File: src/rtl/axi4_lite_read_slave_pipelined_if.sv
// AXI4-Lite read-channel bundle (AR + R) shared by the read slave and its master.
// Signal names follow the AXI port names of the slave; modports give each side's direction.
interface axi4_lite_read_slave_pipelined_if #(
  parameter int ADDR_WIDTH = 32,
  parameter int DATA_WIDTH = 32
);
  logic [ADDR_WIDTH-1:0] S_AXI_ARADDR;
  logic                  S_AXI_ARVALID;
  logic                  S_AXI_ARREADY;
  logic [DATA_WIDTH-1:0] S_AXI_RDATA;
  logic [1:0]            S_AXI_RRESP;
  logic                  S_AXI_RVALID;
  logic                  S_AXI_RREADY;

  modport slave (
    input  S_AXI_ARADDR, S_AXI_ARVALID, S_AXI_RREADY,
    output S_AXI_ARREADY, S_AXI_RDATA, S_AXI_RRESP, S_AXI_RVALID
  );

  modport master (
    output S_AXI_ARADDR, S_AXI_ARVALID, S_AXI_RREADY,
    input  S_AXI_ARREADY, S_AXI_RDATA, S_AXI_RRESP, S_AXI_RVALID
  );
endinterface

File: src/rtl/axi4_lite_read_slave_pipelined.sv
// Pipelined AXI4-Lite read slave: ordered cmd FIFO -> single-in-flight backend FSM -> resp FIFO -> R.
// Optional backend timeout enabled by defining AXIL_RD_TIMEOUT_EN.
module axi4_lite_read_slave_pipelined #(
  parameter int                    ADDR_WIDTH      = 32,
  parameter int                    DATA_WIDTH      = 32,
  parameter int                    MAX_OUTSTANDING = 4,
  parameter logic [ADDR_WIDTH-1:0] BASE_ADDR       = '0,
  parameter logic [ADDR_WIDTH-1:0] SIZE_BYTES      = ADDR_WIDTH'('h1000),
  parameter int                    TIMEOUT_CYCLES  = 256
) (
  input  logic                                  clk,
  input  logic                                  rst_n,
  axi4_lite_read_slave_pipelined_if.slave       s_axi,
  output logic                                  mem_req_valid,
  input  logic                                  mem_req_ready,
  output logic [ADDR_WIDTH-1:0]                 mem_addr,
  input  logic                                  mem_rsp_valid,
  input  logic [DATA_WIDTH-1:0]                 mem_rdata,
  input  logic                                  mem_rsp_err
);

  localparam logic [1:0] RESP_OKAY   = 2'b00;
  localparam logic [1:0] RESP_SLVERR = 2'b10;
  localparam logic [1:0] RESP_DECERR = 2'b11;

  localparam int ADDR_LSB = $clog2(DATA_WIDTH / 8);
  localparam int PTR_W    = $clog2(MAX_OUTSTANDING);
  localparam int CNT_W    = $clog2(MAX_OUTSTANDING + 1);
  localparam int CMD_W    = ADDR_WIDTH + 2;
  localparam int RSP_W    = DATA_WIDTH + 2;
  localparam logic [ADDR_WIDTH-1:0] WIN_MASK = ~(SIZE_BYTES - ADDR_WIDTH'(1));

  if (DATA_WIDTH != 32 && DATA_WIDTH != 64) begin : g_chk_dw
    $error("DATA_WIDTH must be 32 or 64");
  end
  if (MAX_OUTSTANDING < 2 || (MAX_OUTSTANDING & (MAX_OUTSTANDING - 1)) != 0) begin : g_chk_mo
    $error("MAX_OUTSTANDING must be a power of 2 and >= 2");
  end
  if ((SIZE_BYTES & (SIZE_BYTES - ADDR_WIDTH'(1))) != '0 || (BASE_ADDR & ~WIN_MASK) != '0) begin : g_chk_win
    $error("SIZE_BYTES must be a power of 2 with BASE_ADDR aligned to it");
  end
  if (TIMEOUT_CYCLES < 1) begin : g_chk_to
    $error("TIMEOUT_CYCLES must be >= 1");
  end

  typedef enum logic [1:0] {S_IDLE, S_REQ, S_WAIT} state_t;

  // ---------------- AR channel and outstanding bound ----------------
  logic             arready_q, arready_d;
  logic [CNT_W-1:0] cnt_q, cnt_d;
  logic             ar_hs, r_hs;
  logic [1:0]       ar_chk;
  logic             rvalid_q, rvalid_d;
  logic [DATA_WIDTH-1:0] rdata_q, rdata_d;
  logic [1:0]       rresp_q, rresp_d;

  assign ar_hs = s_axi.S_AXI_ARVALID && arready_q;
  assign r_hs  = rvalid_q && s_axi.S_AXI_RREADY;

  // Decode error wins over misalignment.
  always_comb begin
    ar_chk = RESP_OKAY;
    if ((s_axi.S_AXI_ARADDR & WIN_MASK) != BASE_ADDR) begin
      ar_chk = RESP_DECERR;
    end else if (s_axi.S_AXI_ARADDR[ADDR_LSB-1:0] != '0) begin
      ar_chk = RESP_SLVERR;
    end
  end

  always_comb begin
    cnt_d = cnt_q;
    if (ar_hs && !r_hs) begin
      cnt_d = cnt_q + 1'b1;
    end else if (!ar_hs && r_hs) begin
      cnt_d = cnt_q - 1'b1;
    end
    arready_d = (cnt_d < CNT_W'(MAX_OUTSTANDING));
  end

  // ---------------- Command FIFO ----------------
  logic [CMD_W-1:0]      cf_mem [MAX_OUTSTANDING];
  logic [PTR_W:0]        cf_wr_q, cf_rd_q;
  logic                  cf_empty, cf_push, cf_pop, bypass;
  logic [ADDR_WIDTH-1:0] head_addr;
  logic [1:0]            head_chk;

  assign cf_empty              = (cf_wr_q == cf_rd_q);
  assign {head_addr, head_chk} = cf_mem[cf_rd_q[PTR_W-1:0]];
  // An OK read arriving at an idle, empty pipe skips the FIFO so the backend sees it next cycle.
  assign cf_push               = ar_hs && !bypass;

  always_ff @(posedge clk) begin
    if (cf_push) begin
      cf_mem[cf_wr_q[PTR_W-1:0]] <= {s_axi.S_AXI_ARADDR, ar_chk};
    end
  end

  // ---------------- Issue FSM ----------------
  state_t                state_q, state_d;
  logic [ADDR_WIDTH-1:0] mem_addr_q, mem_addr_d;
  logic                  rsp_push;
  logic [DATA_WIDTH-1:0] rsp_push_data;
  logic [1:0]            rsp_push_resp;

`ifdef AXIL_RD_TIMEOUT_EN
  localparam int TMR_W = $clog2(TIMEOUT_CYCLES + 1);
  logic [TMR_W-1:0] timer_q, timer_d;
`endif

  always_comb begin
    state_d       = state_q;
    mem_addr_d    = mem_addr_q;
    cf_pop        = 1'b0;
    bypass        = 1'b0;
    rsp_push      = 1'b0;
    rsp_push_data = '0;
    rsp_push_resp = RESP_OKAY;
`ifdef AXIL_RD_TIMEOUT_EN
    timer_d       = timer_q;
`endif
    case (state_q)
      S_IDLE: begin
        if (!cf_empty) begin
          cf_pop = 1'b1;
          if (head_chk != RESP_OKAY) begin
            rsp_push      = 1'b1;
            rsp_push_resp = head_chk;
          end else begin
            mem_addr_d = head_addr;
            state_d    = S_REQ;
          end
        end else if (ar_hs && ar_chk == RESP_OKAY) begin
          bypass     = 1'b1;
          mem_addr_d = s_axi.S_AXI_ARADDR;
          state_d    = S_REQ;
        end
      end
      S_REQ: begin
`ifdef AXIL_RD_TIMEOUT_EN
        timer_d = '0;
`endif
        if (mem_req_ready) begin
          state_d = S_WAIT;
        end
      end
      S_WAIT: begin
        if (mem_rsp_valid) begin
          rsp_push      = 1'b1;
          rsp_push_data = mem_rdata;
          rsp_push_resp = mem_rsp_err ? RESP_SLVERR : RESP_OKAY;
          state_d       = S_IDLE;
`ifdef AXIL_RD_TIMEOUT_EN
        end else if (timer_q == TMR_W'(TIMEOUT_CYCLES - 1)) begin
          rsp_push      = 1'b1;
          rsp_push_resp = RESP_SLVERR;
          state_d       = S_IDLE;
        end else begin
          timer_d = timer_q + 1'b1;
`endif
        end
      end
      default: state_d = S_IDLE;
    endcase
  end

  assign mem_req_valid = (state_q == S_REQ);
  assign mem_addr      = mem_addr_q;

  // ---------------- Response FIFO + R output register ----------------
  logic [RSP_W-1:0] rf_mem [MAX_OUTSTANDING];
  logic [PTR_W:0]   rf_wr_q, rf_rd_q;
  logic             rf_empty, rf_push, rf_pop, out_load;
  logic [RSP_W-1:0] rf_head;

  assign rf_empty = (rf_wr_q == rf_rd_q);
  assign rf_head  = rf_mem[rf_rd_q[PTR_W-1:0]];
  assign out_load = !rvalid_q || s_axi.S_AXI_RREADY;

  // The output register is the real head; the FIFO only holds what queues behind it.
  always_comb begin
    rvalid_d = rvalid_q;
    rdata_d  = rdata_q;
    rresp_d  = rresp_q;
    rf_pop   = 1'b0;
    rf_push  = rsp_push;
    if (out_load) begin
      if (!rf_empty) begin
        rvalid_d           = 1'b1;
        {rdata_d, rresp_d} = rf_head;
        rf_pop             = 1'b1;
      end else if (rsp_push) begin
        rvalid_d = 1'b1;
        rdata_d  = rsp_push_data;
        rresp_d  = rsp_push_resp;
        rf_push  = 1'b0;
      end else begin
        rvalid_d = 1'b0;
      end
    end
  end

  always_ff @(posedge clk) begin
    if (rf_push) begin
      rf_mem[rf_wr_q[PTR_W-1:0]] <= {rsp_push_data, rsp_push_resp};
    end
  end

  always_ff @(posedge clk or negedge rst_n) begin
    if (!rst_n) begin
      arready_q  <= 1'b0;
      cnt_q      <= '0;
      cf_wr_q    <= '0;
      cf_rd_q    <= '0;
      rf_wr_q    <= '0;
      rf_rd_q    <= '0;
      state_q    <= S_IDLE;
      mem_addr_q <= '0;
      rvalid_q   <= 1'b0;
      rdata_q    <= '0;
      rresp_q    <= RESP_OKAY;
    end else begin
      arready_q  <= arready_d;
      cnt_q      <= cnt_d;
      if (cf_push) cf_wr_q <= cf_wr_q + 1'b1;
      if (cf_pop)  cf_rd_q <= cf_rd_q + 1'b1;
      if (rf_push) rf_wr_q <= rf_wr_q + 1'b1;
      if (rf_pop)  rf_rd_q <= rf_rd_q + 1'b1;
      state_q    <= state_d;
      mem_addr_q <= mem_addr_d;
      rvalid_q   <= rvalid_d;
      rdata_q    <= rdata_d;
      rresp_q    <= rresp_d;
    end
  end

`ifdef AXIL_RD_TIMEOUT_EN
  always_ff @(posedge clk or negedge rst_n) begin
    if (!rst_n) begin
      timer_q <= '0;
    end else begin
      timer_q <= timer_d;
    end
  end
`endif

  assign s_axi.S_AXI_ARREADY = arready_q;
  assign s_axi.S_AXI_RVALID  = rvalid_q;
  assign s_axi.S_AXI_RDATA   = rdata_q;
  assign s_axi.S_AXI_RRESP   = rresp_q;

endmodule

File: src/flat_wrapper.sv
// flat-port wrapper written by rule: the top's interface ports become plain ports
module axi4_lite_read_slave_pipelined_flat 
#(
  parameter int                    ADDR_WIDTH      = 32,
  parameter int                    DATA_WIDTH      = 32,
  parameter int                    MAX_OUTSTANDING = 4,
  parameter logic [ADDR_WIDTH-1:0] BASE_ADDR       = '0,
  parameter logic [ADDR_WIDTH-1:0] SIZE_BYTES      = ADDR_WIDTH'('h1000),
  parameter int                    TIMEOUT_CYCLES  = 256
)
  (clk, rst_n, mem_req_valid, mem_req_ready, mem_addr, mem_rsp_valid, mem_rdata, mem_rsp_err, s_axi_S_AXI_ARADDR, s_axi_S_AXI_ARVALID, s_axi_S_AXI_RREADY, s_axi_S_AXI_ARREADY, s_axi_S_AXI_RDATA, s_axi_S_AXI_RRESP, s_axi_S_AXI_RVALID);
  axi4_lite_read_slave_pipelined_if #(.ADDR_WIDTH(ADDR_WIDTH), .DATA_WIDTH(DATA_WIDTH)) s_axi_i ();
  input  logic clk;
  input  logic rst_n;
  output logic mem_req_valid;
  input  logic mem_req_ready;
  output logic [ADDR_WIDTH-1:0] mem_addr;
  input  logic mem_rsp_valid;
  input  logic [DATA_WIDTH-1:0] mem_rdata;
  input  logic mem_rsp_err;
  input wire logic [$bits(s_axi_i.S_AXI_ARADDR)-1:0] s_axi_S_AXI_ARADDR;
  input wire logic [$bits(s_axi_i.S_AXI_ARVALID)-1:0] s_axi_S_AXI_ARVALID;
  input wire logic [$bits(s_axi_i.S_AXI_RREADY)-1:0] s_axi_S_AXI_RREADY;
  output wire logic [$bits(s_axi_i.S_AXI_ARREADY)-1:0] s_axi_S_AXI_ARREADY;
  output wire logic [$bits(s_axi_i.S_AXI_RDATA)-1:0] s_axi_S_AXI_RDATA;
  output wire logic [$bits(s_axi_i.S_AXI_RRESP)-1:0] s_axi_S_AXI_RRESP;
  output wire logic [$bits(s_axi_i.S_AXI_RVALID)-1:0] s_axi_S_AXI_RVALID;
  assign s_axi_i.S_AXI_ARADDR = s_axi_S_AXI_ARADDR;
  assign s_axi_i.S_AXI_ARVALID = s_axi_S_AXI_ARVALID;
  assign s_axi_i.S_AXI_RREADY = s_axi_S_AXI_RREADY;
  assign s_axi_S_AXI_ARREADY = s_axi_i.S_AXI_ARREADY;
  assign s_axi_S_AXI_RDATA = s_axi_i.S_AXI_RDATA;
  assign s_axi_S_AXI_RRESP = s_axi_i.S_AXI_RRESP;
  assign s_axi_S_AXI_RVALID = s_axi_i.S_AXI_RVALID;
  axi4_lite_read_slave_pipelined #(.ADDR_WIDTH(ADDR_WIDTH), .DATA_WIDTH(DATA_WIDTH), .MAX_OUTSTANDING(MAX_OUTSTANDING), .BASE_ADDR(BASE_ADDR), .SIZE_BYTES(SIZE_BYTES), .TIMEOUT_CYCLES(TIMEOUT_CYCLES)) u_core (.clk(clk), .rst_n(rst_n), .s_axi(s_axi_i), .mem_req_valid(mem_req_valid), .mem_req_ready(mem_req_ready), .mem_addr(mem_addr), .mem_rsp_valid(mem_rsp_valid), .mem_rdata(mem_rdata), .mem_rsp_err(mem_rsp_err));
endmodule
File: config.mk
export PLATFORM = sky130hd
export DESIGN_NAME = axi4_lite_read_slave_pipelined_flat
export DESIGN_NICKNAME = d
export VERILOG_FILES = /design/src/rtl/axi4_lite_read_slave_pipelined_if.sv /design/src/rtl/axi4_lite_read_slave_pipelined.sv /design/src/flat_wrapper.sv
export SDC_FILE = /design/constraint.sdc
export NUM_CORES = 1
export LEC_CHECK = 0
export CORE_MARGIN = 1
export CORE_UTILIZATION = 51
export CTS_CLUSTER_SIZE = 12
export DETAILED_ROUTE_END_ITERATION = 10
export HOLD_SLACK_MARGIN = 0.12
export PLACE_DENSITY_LB_ADDON = 0.08
export REMOVE_ABC_BUFFERS = 1
export SYNTH_ARGS = -nofsm -noshare
export SYNTH_HDL_FRONTEND = slang
export SYNTH_SLANG_ARGS = --single-unit
File: constraint.sdc
create_clock -name clk -period 4 [get_ports clk]
set_input_delay 1.2 -clock clk [delete_from_list [all_inputs] [get_ports clk]]
set_output_delay 1.2 -clock clk [all_outputs]
set_load 0.01 [all_outputs]
======== Word-level counts from Yosys, hierarchy flattened ========
Memory sizes are Yosys's and may differ from the RTL's.
Cells that the tools add are included.
word-level totals
  register bits after elaboration ......... 85
  memory bits (writable) .................. 272
  input port bits ......................... 71
  output and inout bits ................... 69
  word-level logic and storage cells ...... 93
  memories ................................ 2
memories
  memory         depth  width  rd ports  clocked after memory_dff  wr ports  line                                   source
  u_core.cf_mem  4      34     1         0                         1         axi4_lite_read_slave_pipelined.sv:81   logic [CMD_W-1:0] cf_mem [MAX_OUTSTANDING];
  u_core.rf_mem  4      34     1         0                         1         axi4_lite_read_slave_pipelined.sv:170  logic [RSP_W-1:0] rf_mem [MAX_OUTSTANDING];
cells by class
  $add $sub $neg .......................... 6
  magnitude comparators ................... 1
  equal/unequal tests ..................... 11
  muxes and demuxes ....................... 43
  reduce and logical (&&, ||, !) cells .... 19
operator list
  cell                                                   count
  2-to-1 mux 32 bit                                      7
  nonzero test 32 bit                                    1
  2-to-1 mux 2 bit                                       13
  2-to-1 mux 1 bit                                       18
  adder 3 x 1 -> 3 bit, second input constant            5
  == test 3 bit                                          2
  logical AND 1 bit                                      6
  2-to-1 mux 3 bit                                       2
  inequality test 2 x 1 -> 1 bit, second input constant  3
  case mux 2 bit (3 select lines)                        1
  logical NOT 1 bit                                      4
  logical NOT 2 bit                                      2
  inequality test 2 bit, second input constant           2
  case mux 2 bit (2 select lines)                        1
  AND reduction 4 bit                                    1
  nonzero test 2 bit                                     2
  < comparator 3 bit, second input constant              1
  inequality test 3 x 2 -> 1 bit, second input constant  1
  inequality test 3 bit, second input constant           1
  AND reduction 3 bit                                    1
  subtractor 3 x 1 -> 3 bit, second input constant       1
  == test 2 x 1 -> 1 bit, second input constant          1
  == test 2 bit, second input constant                   1
  case mux 1 bit (2 select lines)                        1
  other kinds (2)                                        2

======== Longest topological paths before layout ========
Gate-level depths: netlist (run 1).
  word-level depth ........................ 12
  mapped depth ............................ 8

======== Least setup slack after synthesis (run 1) ========
Ideal clock, no wire load.
  path type ............................... input-to-reg
  start ................................... input s_axi_S_AXI_ARADDR[22]
  end ..................................... memory u_core.cf_mem[3][0] (netlist name), enable pin
  setup time .............................. 0.479 ns
  arrival ................................. 4.041 ns
  data required time ...................... 3.521 ns
  slack ................................... -0.520 ns
  stages on the path ...................... 4
  cell sequence ........................... nor4_1 -> nand3_1 -> nor4_1 -> nor3b_1
between the ends
  longest elaborated chain between the ends .. 11
ends and longest elaborated chain
  what                                    line                                   source
  start, declared                         flat_wrapper.sv:21                     input wire logic [$bits(s_axi_i.S_AXI_ARADDR)-1:0] s_axi_S_AXI_ARADDR;
  nonzero test 32 bit                     axi4_lite_read_slave_pipelined.sv:63   if ((s_axi.S_AXI_ARADDR & WIN_MASK) != BASE_ADDR) begin
  2-to-1 mux 2 bit                        axi4_lite_read_slave_pipelined.sv:63
  logical NOT 2 bit                       axi4_lite_read_slave_pipelined.sv:132  end else if (ar_hs && ar_chk == RESP_OKAY) begin
  logical AND 1 bit                       axi4_lite_read_slave_pipelined.sv:132
  2-to-1 mux 1 bit                        axi4_lite_read_slave_pipelined.sv:132
  2-to-1 mux 1 bit                        axi4_lite_read_slave_pipelined.sv:123  if (!cf_empty) begin
  2-to-1 mux 1 bit                        axi4_lite_read_slave_pipelined.sv:121  case (state_q)
  logical NOT 1 bit                       axi4_lite_read_slave_pipelined.sv:90   assign cf_push = ar_hs && !bypass;
  logical AND 1 bit                       axi4_lite_read_slave_pipelined.sv:90
  2-to-1 mux 1 bit                        axi4_lite_read_slave_pipelined.sv:93   if (cf_push) begin
  2-to-1 mux 1 bit (not written as such)  axi4_lite_read_slave_pipelined.sv:94   cf_mem[cf_wr_q[PTR_W-1:0]] <= {s_axi.S_AXI_ARADDR, ar_chk};
  end, declared                           axi4_lite_read_slave_pipelined.sv:81
Every way passes these cells.

======== Final worst setup path (run 1) ========
  start ................................... input s_axi_S_AXI_ARADDR[30]
  end ..................................... memory u_core.cf_mem[2][22] (netlist name), enable pin
The elaborated chain is that of the path after synthesis.

==> flow_metrics.env, run 1 <==
export IMPL_antennaDiodeCount=0
export IMPL_slew_headroom_pct=32.1
export IMPL_gr_total_overflow=0
export IMPL_cts_htree_levels=2
export IMPL_drcViolationCount=0
export IMPL_clockBufferDepth=3
export IMPL_synth_compound_area_share_pct=0.704
export IMPL_synth_simple_area_share_pct=3.13
export IMPL_vias_per_cell=5.53
export IMPL_finalClockSkew_ns=0.0184
export IMPL_cts_hold_buf=0
export IMPL_crit_type="in -> reg"
export IMPL_yosysSeqAreaShare_pct=71.5
export IMPL_rsz0062_at_grt="no"
export IMPL_fin_crit_ns=3.55
export IMPL_core_area_um2=27800
export IMPL_drive_gt1_share_pct=32.2
export IMPL_post_cts_buffers=0
export IMPL_crit_path_top_delay_cell="nor4_1"
export IMPL_leakage_nw=6.24
export IMPL_drtIter0Drc=446
export IMPL_ios=140
export IMPL_critPathMaxStageDelay_ns=0.56
export IMPL_timing_rr_end="u_core.s_axi.S_AXI_RDATA[14]$_DFFE_PN0P_"
export IMPL_cts_resized=0
export IMPL_outcome="completed"
export IMPL_synth_xor_area_share_pct=0.913
export IMPL_avgSynthCellArea_um2=20.0
export IMPL_synth_warnings=0
export IMPL_dr_pass1_iters=4
export IMPL_tritoncts="yes"
export IMPL_vias=7166
export IMPL_root_buffer="clkbuf_16"
export IMPL_start_kind="primary input"
export IMPL_critPathMaxFanout=34
export IMPL_r2r_cells=6
export IMPL_die_y_um=170
export IMPL_ant_nets=0
export IMPL_routedWlPerCell_um=21.0
export IMPL_synth_cells=720
export IMPL_routed_wl_mm=27.3
export IMPL_drv_slew=0
export IMPL_numCtsBuffers=38
export IMPL_hpwl_mm=16.5
export IMPL_power_mw=14.9
export IMPL_finalWeightedCongestion=0.719
export IMPL_grt_pass1_vias=7671
export IMPL_clock_latency_ns=0.52
export IMPL_drv_cap=0
export IMPL_io_buffer_count=139
export IMPL_setup_viol=0
export IMPL_tightest_slew_ns=1.02
export IMPL_die_area_um2=28900
export IMPL_period_share_pct=88.7
export IMPL_hold_path_class="reg -> reg"
export IMPL_cp_end_kind="flip-flop"
export IMPL_hold_path_depth=1
export IMPL_hold_start="u_core.cnt_q[2]$_DFF_PN0_"
export IMPL_syn_cell_area_um2=14400
export IMPL_power_per_cell_area_nw_per_um2=848
export IMPL_grt_antenna_before_repair=0
export IMPL_finalNetCount=975
export IMPL_synth_adder_area_share_pct=1.22
export IMPL_hold_viol_final=0
export IMPL_grt_first_pass_wirelength_mm=43.1
export IMPL_synthMuxAreaShare_pct=21.2
export IMPL_synth_top_family_by_area="multiplexers"
export IMPL_crit_chain="clkdlybuf4s50_1, nor4_1, nand3_1, nor4_1, nor2_1, and2_2"
export IMPL_r2r_start="u_core.cf_rd_q[0]$_DFFE_PN0P_"
export IMPL_grt_max_degree=70
export IMPL_die_w_um=170
export IMPL_track_usage_pct=19.8
export IMPL_whs_endpoint="u_core.cnt_q[2]$_DFF_PN0_"
export IMPL_placedCellCount=1228
export IMPL_max_freq_mhz=282
export IMPL_cp_common_cell="nor4_1"
export IMPL_rows=61
export IMPL_cts_sinks=357
export IMPL_crit_required_ns=4.14
export IMPL_ys_ff_latch=357
export IMPL_synth_cell_types=35
export IMPL_clk_pin_slew_ns=0.06
export IMPL_areaGrowthSynthToFinish_pct=22.0
export IMPL_cp_arrival_ns=3.69
export IMPL_irDropWorstVdd_mv=0.389
export IMPL_stdcell_count=1297
export IMPL_start_util_pct=51.8
export IMPL_rrSetupSlack_ns=1.03
export IMPL_holdWs_ns=0.469
-- routing by layer --
layer | vias up | part of all wire [%] | GRT usage, %
met1 | 3741 | 42 | 26.0
li1 | 3192 | - | -
met2 | 187 | 51 | 34.0
met5 | - | 0 | 0
met3 | 46 | 4.8 | 3.26
met4 | 0 | 2.0 | 5.88
-- sequential cells by signal (all words and copies together) (netlist names) --
signal	flops
u_core.cf_mem	136
u_core.cf_rd_q	3
u_core.cf_wr_q	3
u_core.cnt_q	3
u_core.mem_addr	32
u_core.rf_mem	136
u_core.rf_rd_q	3
u_core.rf_wr_q	3
u_core.s_axi.S_AXI_ARREADY	1
u_core.s_axi.S_AXI_RDATA	32
u_core.s_axi.S_AXI_RRESP	2
u_core.s_axi.S_AXI_RVALID	1
u_core.state_q	2
-- synth_stat cells --
| library cell | n | area (um2) |
|---|---|---|
| a21oi_1 | 2 | 10.0 |
| o31ai_4 | 1 | 21.3 |
| mux2_1 | 1 | 11.3 |
| mux2_2 | 134 | 1510 |
| dfrtp_1 | 85 | 2130 |
| nor4_1 | 6 | 37.5 |
| inv_1 | 10 | 37.5 |
| a21o_1 | 1 | 7.51 |
| a311oi_2 | 1 | 15.0 |
| and3b_1 | 1 | 8.76 |
| o21ai_0 | 3 | 15.0 |
| nand3_1 | 4 | 20.0 |
| and3_1 | 4 | 25.0 |
| a22o_1 | 2 | 17.5 |
| clkbuf_1 | 18 | 67.6 |
| nand2_1 | 8 | 30.0 |
| a22oi_1 | 1 | 7.51 |
| edfxtp_1 | 272 | 8170 |
| mux4_2 | 68 | 1530 |
| or3_1 | 1 | 6.26 |
| ha_1 | 14 | 175 |
| and2_1 | 39 | 244 |
| xor2_1 | 4 | 35.0 |
| buf_6 | 3 | 33.8 |
| buf_1 | 5 | 18.8 |
| nor2_1 | 5 | 18.8 |
| or2_2 | 2 | 12.5 |
| or2_0 | 1 | 6.26 |
| a211oi_1 | 1 | 7.51 |
| nand2b_1 | 2 | 12.5 |
| nand4_1 | 1 | 6.26 |
| nor3b_1 | 2 | 15.0 |
| or4_1 | 1 | 7.51 |
| buf_2 | 6 | 30.0 |
| xnor2_1 | 11 | 96.3 |
-- critical path, delay by kind of cell --
family	cells	cell delay, ns
AND/OR/NAND/NOR	5	1.99
buffers and inverters	1	0.50
-- power by group --
group / internal [mW] / switching [mW] / total [mW]
Clock: 2.00 / 1.35 / 3.34
Sequential: 5.49 / 0.491 / 5.98
Combinational: 3.05 / 2.51 / 5.56
Total: 10.5 / 4.35 / 14.9
-- layout make-up --
cell class | instances | area [um2]
fillers | 1960 | 10200
repair buffers | 162 | 1610
well taps | 378 | 473
multi-input cells | 321 | 3940
clock buffers | 60 | 1080
clock inverters | 9 | 113
flip-flops and latches | 357 | 10300
inverters | 10 | 37.5
-- placed cells by master (no fill, tap or decap), types with 2 or more instances in the layout --
| master | Yosys | layout |
|---|---|---|
| clkbuf_16 | 0 | 38 |
| nand3_1 | 4 | 2 |
| clkbuf_8 | 0 | 5 |
| clkinv_2 | 0 | 3 |
| buf_12 | 0 | 4 |
| nand2_1 | 8 | 8 |
| edfxtp_1 | 272 | 272 |
| mux4_2 | 68 | 68 |
| nor4_1 | 6 | 6 |
| ha_1 | 14 | 14 |
| inv_1 | 10 | 10 |
| xnor2_1 | 11 | 11 |
| buf_4 | 0 | 20 |
| clkbuf_1 | 18 | 17 |
| and2_1 | 39 | 36 |
| mux2_2 | 134 | 134 |
| nand2b_1 | 2 | 2 |
| nand3_2 | 0 | 2 |
| a22o_1 | 2 | 2 |
| nor2_1 | 5 | 5 |
| a21oi_1 | 2 | 2 |
| bufinv_16 | 0 | 2 |
| o21ai_0 | 3 | 3 |
| inv_6 | 0 | 2 |
| or2_2 | 2 | 2 |
| and3_2 | 0 | 4 |
| clkdlybuf4s50_1 | 0 | 138 |
| xor2_1 | 4 | 4 |
| dfrtp_1 | 85 | 81 |
| and2_2 | 0 | 3 |
| dfrtp_2 | 0 | 4 |
-- logic make-up (layout without fill, tap and decap cells) --
group,after synthesis,in the layout
xor+xnor,15,15
fa+ha+maj,14,14
compound gates,12,12
buf+inv,42,241
mux,203,203
flops,357,357
simple gates,77,77
-- how the worst max path moves through the flow --
stage / startpoint / to / cells past startpoint
floorplan: u_core.cf_rd_q[0]$_DFFE_PN0P_ / u_core.cf_mem[3][0]$_DFFE_PP_ / 4
global placement: s_axi_S_AXI_ARADDR[30] / u_core.cf_mem[1][10]$_DFFE_PP_ / 6
detailed placement: s_axi_S_AXI_ARADDR[30] / u_core.cf_mem[1][13]$_DFFE_PP_ / 6
CTS: s_axi_S_AXI_ARADDR[30] / u_core.cf_mem[0][4]$_DFFE_PP_ / 6
global route: s_axi_S_AXI_ARADDR[29] / u_core.cf_mem[1][4]$_DFFE_PP_ / 6
finish: s_axi_S_AXI_ARADDR[30] / u_core.cf_mem[2][22]$_DFFE_PP_ / 6
-- through the flow --
stage	worst slack (ns)	cell area [um2]	utilization, %	setup TNS, ns
detailed placement	-0.0971	16400	58.9	-8.45
finish	0.451	17600	63.2	0
global placement	0.0261	16400	58.9	0
CTS	0.445	17600	63.2	0
global route	0.373	17600	63.2	0
floorplan	-2.03	14200	-	-168.23
Note: power is estimated with default switching activity, not from simulation.
==> run 2, diff against run 1 <==
--- a/config.mk
+++ b/config.mk
@@ -5,8 +5,7 @@
 export SDC_FILE = /design/constraint.sdc
 export NUM_CORES = 1
 export LEC_CHECK = 0
-export CORE_MARGIN = 1
-export CORE_UTILIZATION = 51
+export CORE_UTILIZATION = 40
 export CTS_CLUSTER_SIZE = 12
 export DETAILED_ROUTE_END_ITERATION = 10
 export HOLD_SLACK_MARGIN = 0.12
@@ -15,3 +14,4 @@
 export SYNTH_ARGS = -nofsm -noshare
 export SYNTH_HDL_FRONTEND = slang
 export SYNTH_SLANG_ARGS = --single-unit
+export TNS_END_PERCENT = 5
==> run 2 against run 1 <==
Sequential share of layout area is 0.61 points lower. Cell area increased by 1.1%. Total power grew 1.2%. Critical path depth rose by 1. Largest power group unchanged. Highest routed layer is now met5. Largest cell class unchanged. First-iteration DRC count is 28% lower. Sequential power rose by 1%. Final cell count is 6.7% higher. Via count up 0.17%. Combinational power barely moved. Critical path type unchanged.
==> flow_metrics.env, run 2 (synthesis gave the netlist of run 1 again) <==
export IMPL_outcome="completed"
export IMPL_track_usage_pct=16.6
export IMPL_whs_endpoint="u_core.cnt_q[2]$_DFF_PN0_"
export IMPL_finalClockSkew_ns=0.0229
export IMPL_p_sw_share_pct=29.5
export IMPL_finalSetupTns_ns=0
export IMPL_die_y_um=192
export IMPL_finalWeightedCongestion=0.729
export IMPL_cts_sinks=357
export IMPL_r2r_start="u_core.cf_rd_q[0]$_DFFE_PN0P_"
export IMPL_clk_pin_slew_ns=0.06
export IMPL_irDropWorstVdd_mv=0.416
export IMPL_grt_max_degree=54
export IMPL_hold_path_depth=1
export IMPL_p_int_mw=10.6
export IMPL_hold_viol_final=0
export IMPL_hold_path_class="reg -> reg"
export IMPL_routed_wl_mm=29.6
export IMPL_period_share_pct=84.8
export IMPL_drv_cap=0
export IMPL_core_area_um2=35500
export IMPL_pwr_share_clk_pct=22.9
export IMPL_crit_required_ns=4.12
export IMPL_areaGrowthSynthToFinish_pct=23.3
export IMPL_io_buffer_count=139
export IMPL_crit_chain="clkdlybuf4s50_1, nor4_1, nand3_1, nor4_1, buf_4, nor2_1, and2_2"
export IMPL_crit_buf_inv=2
export IMPL_max_freq_mhz=295
export IMPL_power_per_cell_area_nw_per_um2=850
export IMPL_crit_type="in -> reg"
export IMPL_hpwl_mm=17.8
export IMPL_stdcell_area_um2=17700
export IMPL_crit_path_top_delay_cell="and2_2"
export IMPL_tritoncts="yes"
export IMPL_rrSetupSlack_ns=0.88
export IMPL_drv_slew=0
export IMPL_switchingPower_mw=4.45
export IMPL_pwr_share_comb_pct=37.1
export IMPL_post_route_util_pct=50.0
export IMPL_start_kind="primary input"
export IMPL_setup_viol=0
export IMPL_ant_nets=0
export IMPL_power_mw=15.1
export IMPL_finalNetCount=976
export IMPL_start_util_pct=40.6
export IMPL_routedWlPerCell_um=21.4
export IMPL_gr_total_overflow=0
export IMPL_drive_gt1_share_pct=32.9
export IMPL_cp_num_cells=7
export IMPL_fill_cells=2883
export IMPL_die_w_um=192
export IMPL_grt_pass1_vias=7958
export IMPL_r2r_cells=6
export IMPL_post_cts_buffers=0
export IMPL_placed_area_um2=16500
export IMPL_clockBufferDepth=3
export IMPL_drtIter0Drc=319
export IMPL_hold_start="u_core.cnt_q[2]$_DFF_PN0_"
export IMPL_ios=140
export IMPL_die_area_um2=36700
export IMPL_critPathMaxStageDelay_ns=0.55
export IMPL_dr_pass1_iters=4
export IMPL_multi_input_area_um2=3940
export IMPL_tightest_slew_ns=1.15
export IMPL_pwr_share_seq_pct=40.1
export IMPL_final_common_cell="edfxtp_1"
export IMPL_rsz0062_at_grt="no"
export IMPL_timing_rr_end="u_core.s_axi.S_AXI_RDATA[26]$_DFFE_PN0P_"
export IMPL_holdWs_ns=0.467
export IMPL_leakage_nw=6.28
export IMPL_path_delay_family="simple AND/OR/NAND/NOR gates"
export IMPL_cp_end_kind="flip-flop"
export IMPL_critPathMaxFanout=34
export IMPL_rows=69
export IMPL_root_buffer="clkbuf_16"
export IMPL_numCtsBuffers=39
export IMPL_crit_path_start="s_axi_S_AXI_ARADDR[30]"
export IMPL_cts_htree_levels=2
export IMPL_slew_headroom_pct=22.7
export IMPL_grt_first_pass_wirelength_mm=45.6
export IMPL_cp_arrival_ns=3.51
export IMPL_grt_antenna_before_repair=1
export IMPL_layout_common_cells="272 x edfxtp_1, 138 x clkdlybuf4s50_1, 134 x mux2_2"
export IMPL_clock_latency_ns=0.52
export IMPL_cts_hold_buf=0
export IMPL_vias=7178
export IMPL_seq_area_um2=10300
export IMPL_fin_crit_ns=3.39
export IMPL_cp_common_cell="nor4_1"
export IMPL_cts_resized=0
export IMPL_vias_per_cell=5.19
export IMPL_drcViolationCount=0
==> run 2: cell types whose count changed in the layout (fill, tap and decap cells not counted), moves of 2 or more <==
cell,change
clkbuf_1,-5
clkbuf_16,+2
clkbuf_8,+4
clkinv_2,+3
==> run 2: per-stage QoR <==
stage | setup WS (ns) | cells
after floorplan | -2.03 | 688
after global placement | 0.0712 | 1311
after detailed placement | 0.0631 | 1311
after CTS | 0.587 | 1383
after global routing | 0.514 | 1383
final | 0.608 | 1384
==> run 2: area by class of cell <==
cell class                 count  share of cell area, %
tap                          461                   3.25
sequential                   357                   58.1
antenna                        1                 0.0141
timing repair buffer         162                   9.15
inverter                      10                  0.212
clock buffer                  61                   6.59
clock inverter                11                  0.522
multi-input combinational    321                   22.2
==> run 2: how the worst max path moves through the flow <==
| stage | end | slack [ns] |
|---|---|---|
| floorplan | u_core.cf_mem[3][0]$_DFFE_PP_ | -2.03 |
| global placement | u_core.cf_mem[1][11]$_DFFE_PP_ | 0.07 |
| detailed placement | u_core.cf_mem[1][11]$_DFFE_PP_ | 0.06 |
| CTS | u_core.cf_mem[1][33]$_DFFE_PP_ | 0.59 |
| global route | u_core.cf_mem[2][25]$_DFFE_PP_ | 0.51 |
| finish | u_core.cf_mem[1][22]$_DFFE_PP_ | 0.61 |
==> run 2: routing by layer <==
| metal | part of all wire [%] | wire (um) | GRT usage [%] |
|---|---|---|---|
| met5 | 0.037 | 11 | 0 |
| met4 | 1.8 | 520 | 4.27 |
| met3 | 4.3 | 1260 | 3.20 |
| met2 | 51 | 15200 | 29.1 |
| met1 | 43 | 12600 | 21.1 |
==> run 2: power by group through the flow <==
stage	registers (mW)	clock network [mW]	logic [mW]
2_1_floorplan	6.31	0	3.31
3_3_place_gp	6.04	0	5.64
3_5_place_dp	6.13	0	5.72
4_1_cts	6.07	3.55	5.75
5_1_grt	6.19	3.69	6.06
6_report	6.04	3.44	5.59
==> run 3, diff against run 2 <==
==> constraint.sdc (replaced) <==
create_clock -name clk -period 2.9 [get_ports clk]
set_input_delay 0.87 -clock clk [delete_from_list [all_inputs] [get_ports clk]]
set_output_delay 0.87 -clock clk [all_outputs]
set_load 0.01 [all_outputs]
==> run 3 against run 2 <==
Die area unchanged. Critical path depth grew 2. Combinational power increased by 45%. Cell area rose by 2.3%. Clock power up 40%. Worst hold slack got worse by 0.12 ns. Global-route usage is 0.41 points higher. Critical endpoint is now u_core.cf_mem[2][7]$_DFFE_PP_. Highest routed layer is now met4.
==> flow_metrics.env, run 3 (synthesis gave the netlist of run 1 again) <==
export IMPL_placed_area_um2=16900
export IMPL_routed_wl_mm=29.9
export IMPL_areaGrowthSynthToFinish_pct=26.1
export IMPL_rows=69
export IMPL_outcome="completed"
export IMPL_drv_cap=0
export IMPL_tritoncts="yes"
export IMPL_final_common_cell="edfxtp_1"
export IMPL_crit_type="in -> reg"
export IMPL_stdcell_count=1417
export IMPL_hold_path_class="in -> async"
export IMPL_hpwl_mm=18.7
export IMPL_track_usage_pct=17.0
export IMPL_tightest_slew_ns=0.657
export IMPL_critPathMaxFanout=10
export IMPL_crit_buf_inv=4
export IMPL_max_freq_mhz=371
export IMPL_antennaDiodeCount=0
export IMPL_start_util_pct=40.6
export IMPL_clock_latency_ns=0.52
export IMPL_r2r_start="u_core.cf_rd_q[1]$_DFFE_PN0P_"
export IMPL_fin_crit_ns=2.69
export IMPL_crit_required_ns=3.17
export IMPL_core_area_um2=35500
export IMPL_finalClockSkew_ns=0.0164
export IMPL_finalSetupTns_ns=0
export IMPL_clk_pin_slew_ns=0.06
export IMPL_grt_pass1_vias=8115
export IMPL_grt_antenna_before_repair=0
export IMPL_io_buffer_count=139
export IMPL_finalNetCount=1010
export IMPL_cts_resized=0
export IMPL_cts_htree_levels=2
export IMPL_period_share_pct=92.9
export IMPL_post_route_util_pct=51.2
export IMPL_grt_max_degree=45
export IMPL_timing_rr_end="u_core.s_axi.S_AXI_RDATA[28]$_DFFE_PN0P_"
export IMPL_setup_viol=0
export IMPL_root_buffer="clkbuf_16"
export IMPL_cts_hold_buf=0
export IMPL_cp_end_kind="flip-flop"
export IMPL_stdcell_area_um2=18200
export IMPL_layout_common_cells="272 x edfxtp_1, 138 x clkdlybuf4s50_1, 134 x mux2_2"
export IMPL_ant_nets=0
export IMPL_post_cts_buffers=0
export IMPL_vias_per_cell=5.15
export IMPL_rsz0062_at_grt="no"
export IMPL_placedCellCount=1344
export IMPL_hold_viol_final=0
export IMPL_crit_path_top_delay_cell="clkdlybuf4s50_1"
export IMPL_die_y_um=192
export IMPL_worst_slack_ns=0.206
export IMPL_crit_chain="clkdlybuf4s50_1, nor4_2, buf_4, nand3_1, nor4_1, buf_4, nor2_1, and2_2, buf_4"
export IMPL_irDropWorstVdd_mv=0.563
export IMPL_die_area_um2=36700
export IMPL_pre_cts_ws_ns=-0.413
export IMPL_path_delay_family="simple AND/OR/NAND/NOR gates"
export IMPL_critPathMaxStageDelay_ns=0.43
export IMPL_vias=7296
export IMPL_r2r_cells=6
export IMPL_finalWeightedCongestion=0.738
export IMPL_rrSetupSlack_ns=0.39
export IMPL_ios=140
export IMPL_grt_first_pass_wirelength_mm=47.1
export IMPL_die_w_um=192
export IMPL_cts_sinks=357
export IMPL_clockBufferDepth=3
export IMPL_drtIter0Drc=257
export IMPL_routedWlPerCell_um=21.1
export IMPL_fill_cells=2887
export IMPL_power_per_cell_area_nw_per_um2=1170
export IMPL_numCtsBuffers=40
export IMPL_slew_headroom_pct=56.2
export IMPL_start_kind="primary input"
export IMPL_dr_pass1_iters=4
export IMPL_drive_gt1_share_pct=35.0
export IMPL_drv_slew=0
export IMPL_cp_common_cell="buf_4"
export IMPL_gr_total_overflow=0
export IMPL_leakage_nw=6.49
export IMPL_cp_arrival_ns=2.97
export IMPL_drcViolationCount=0
-- run 3: changes by cell type in the layout (fill, tap and decap cells not counted) --
cell	delta
buf_12	+13
clkinv_1	+3
buf_4	+20
bufinv_16	+2
nor4_1	-1
diode_2	-1
clkbuf_8	-6
nor4_2	+1
clkinv_2	+2
-- run 3: worst max path at each step --
stage | from | end | slack [ns] | cells past startpoint
finish | s_axi_S_AXI_ARADDR[30] | u_core.cf_mem[2][7]$_DFFE_PP_ | 0.21 | 9
global route | s_axi_S_AXI_ARADDR[30] | u_core.cf_mem[2][8]$_DFFE_PP_ | 0.06 | 9
CTS | s_axi_S_AXI_ARADDR[30] | u_core.cf_mem[2][7]$_DFFE_PP_ | 0.12 | 9
detailed placement | s_axi_S_AXI_ARADDR[30] | u_core.cf_mem[2][28]$_DFFE_PP_ | -0.41 | 9
global placement | s_axi_S_AXI_ARADDR[30] | u_core.cf_mem[2][28]$_DFFE_PP_ | -0.44 | 9
floorplan | u_core.cf_rd_q[0]$_DFFE_PN0P_ | u_core.cf_mem[3][0]$_DFFE_PP_ | -3.13 | 4
-- run 3: worst register-to-register path, stage by stage, from the launching register on --
cell and delay [ns]:
dfrtp_2 0.59, mux4_2 0.41, or2_0 0.25, and2_1 0.19, o31ai_4 0.26, buf_12 0.27, mux2_2 0.40
-- run 3: layer usage --
layer | GRT usage, % | vias to the layer above | routed length (um)
met4 | 5.07 | 0 | 674
met2 | 29.6 | 179 | 15100
met3 | 2.58 | 48 | 1290
met5 | 0 | - | 0
met1 | 22.0 | 3804 | 12800
li1 | - | 3265 | -
-- run 3: metrics by stage --
step	total power [mW]	hold slack, ns
after floorplan	13.3	0.445
after global placement	16.4	0.464
after detailed placement	16.7	0.479
after CTS	21.6	0.370
after global routing	22.4	0.390
final	21.2	0.349
-- run 3: area by class of cell --
type,instances,area (um2),share of cell area [%]
Tap cell,461,577,3.18
Timing Repair Buffer,195,2030,11.2
Clock inverter,18,174,0.958
Inverter,10,37.5,0.207
Sequential cell,357,10300,56.7
Clock buffer,55,1090,5.99
Multi-Input combinational cell,321,3950,21.7
-- run 3: where the power goes --
part	internal (mW)	switching, mW	total (mW)
logic	4.48	3.64	8.12
registers	7.57	0.662	8.23
clock network	2.89	1.93	4.82
total	14.9	6.23	21.2
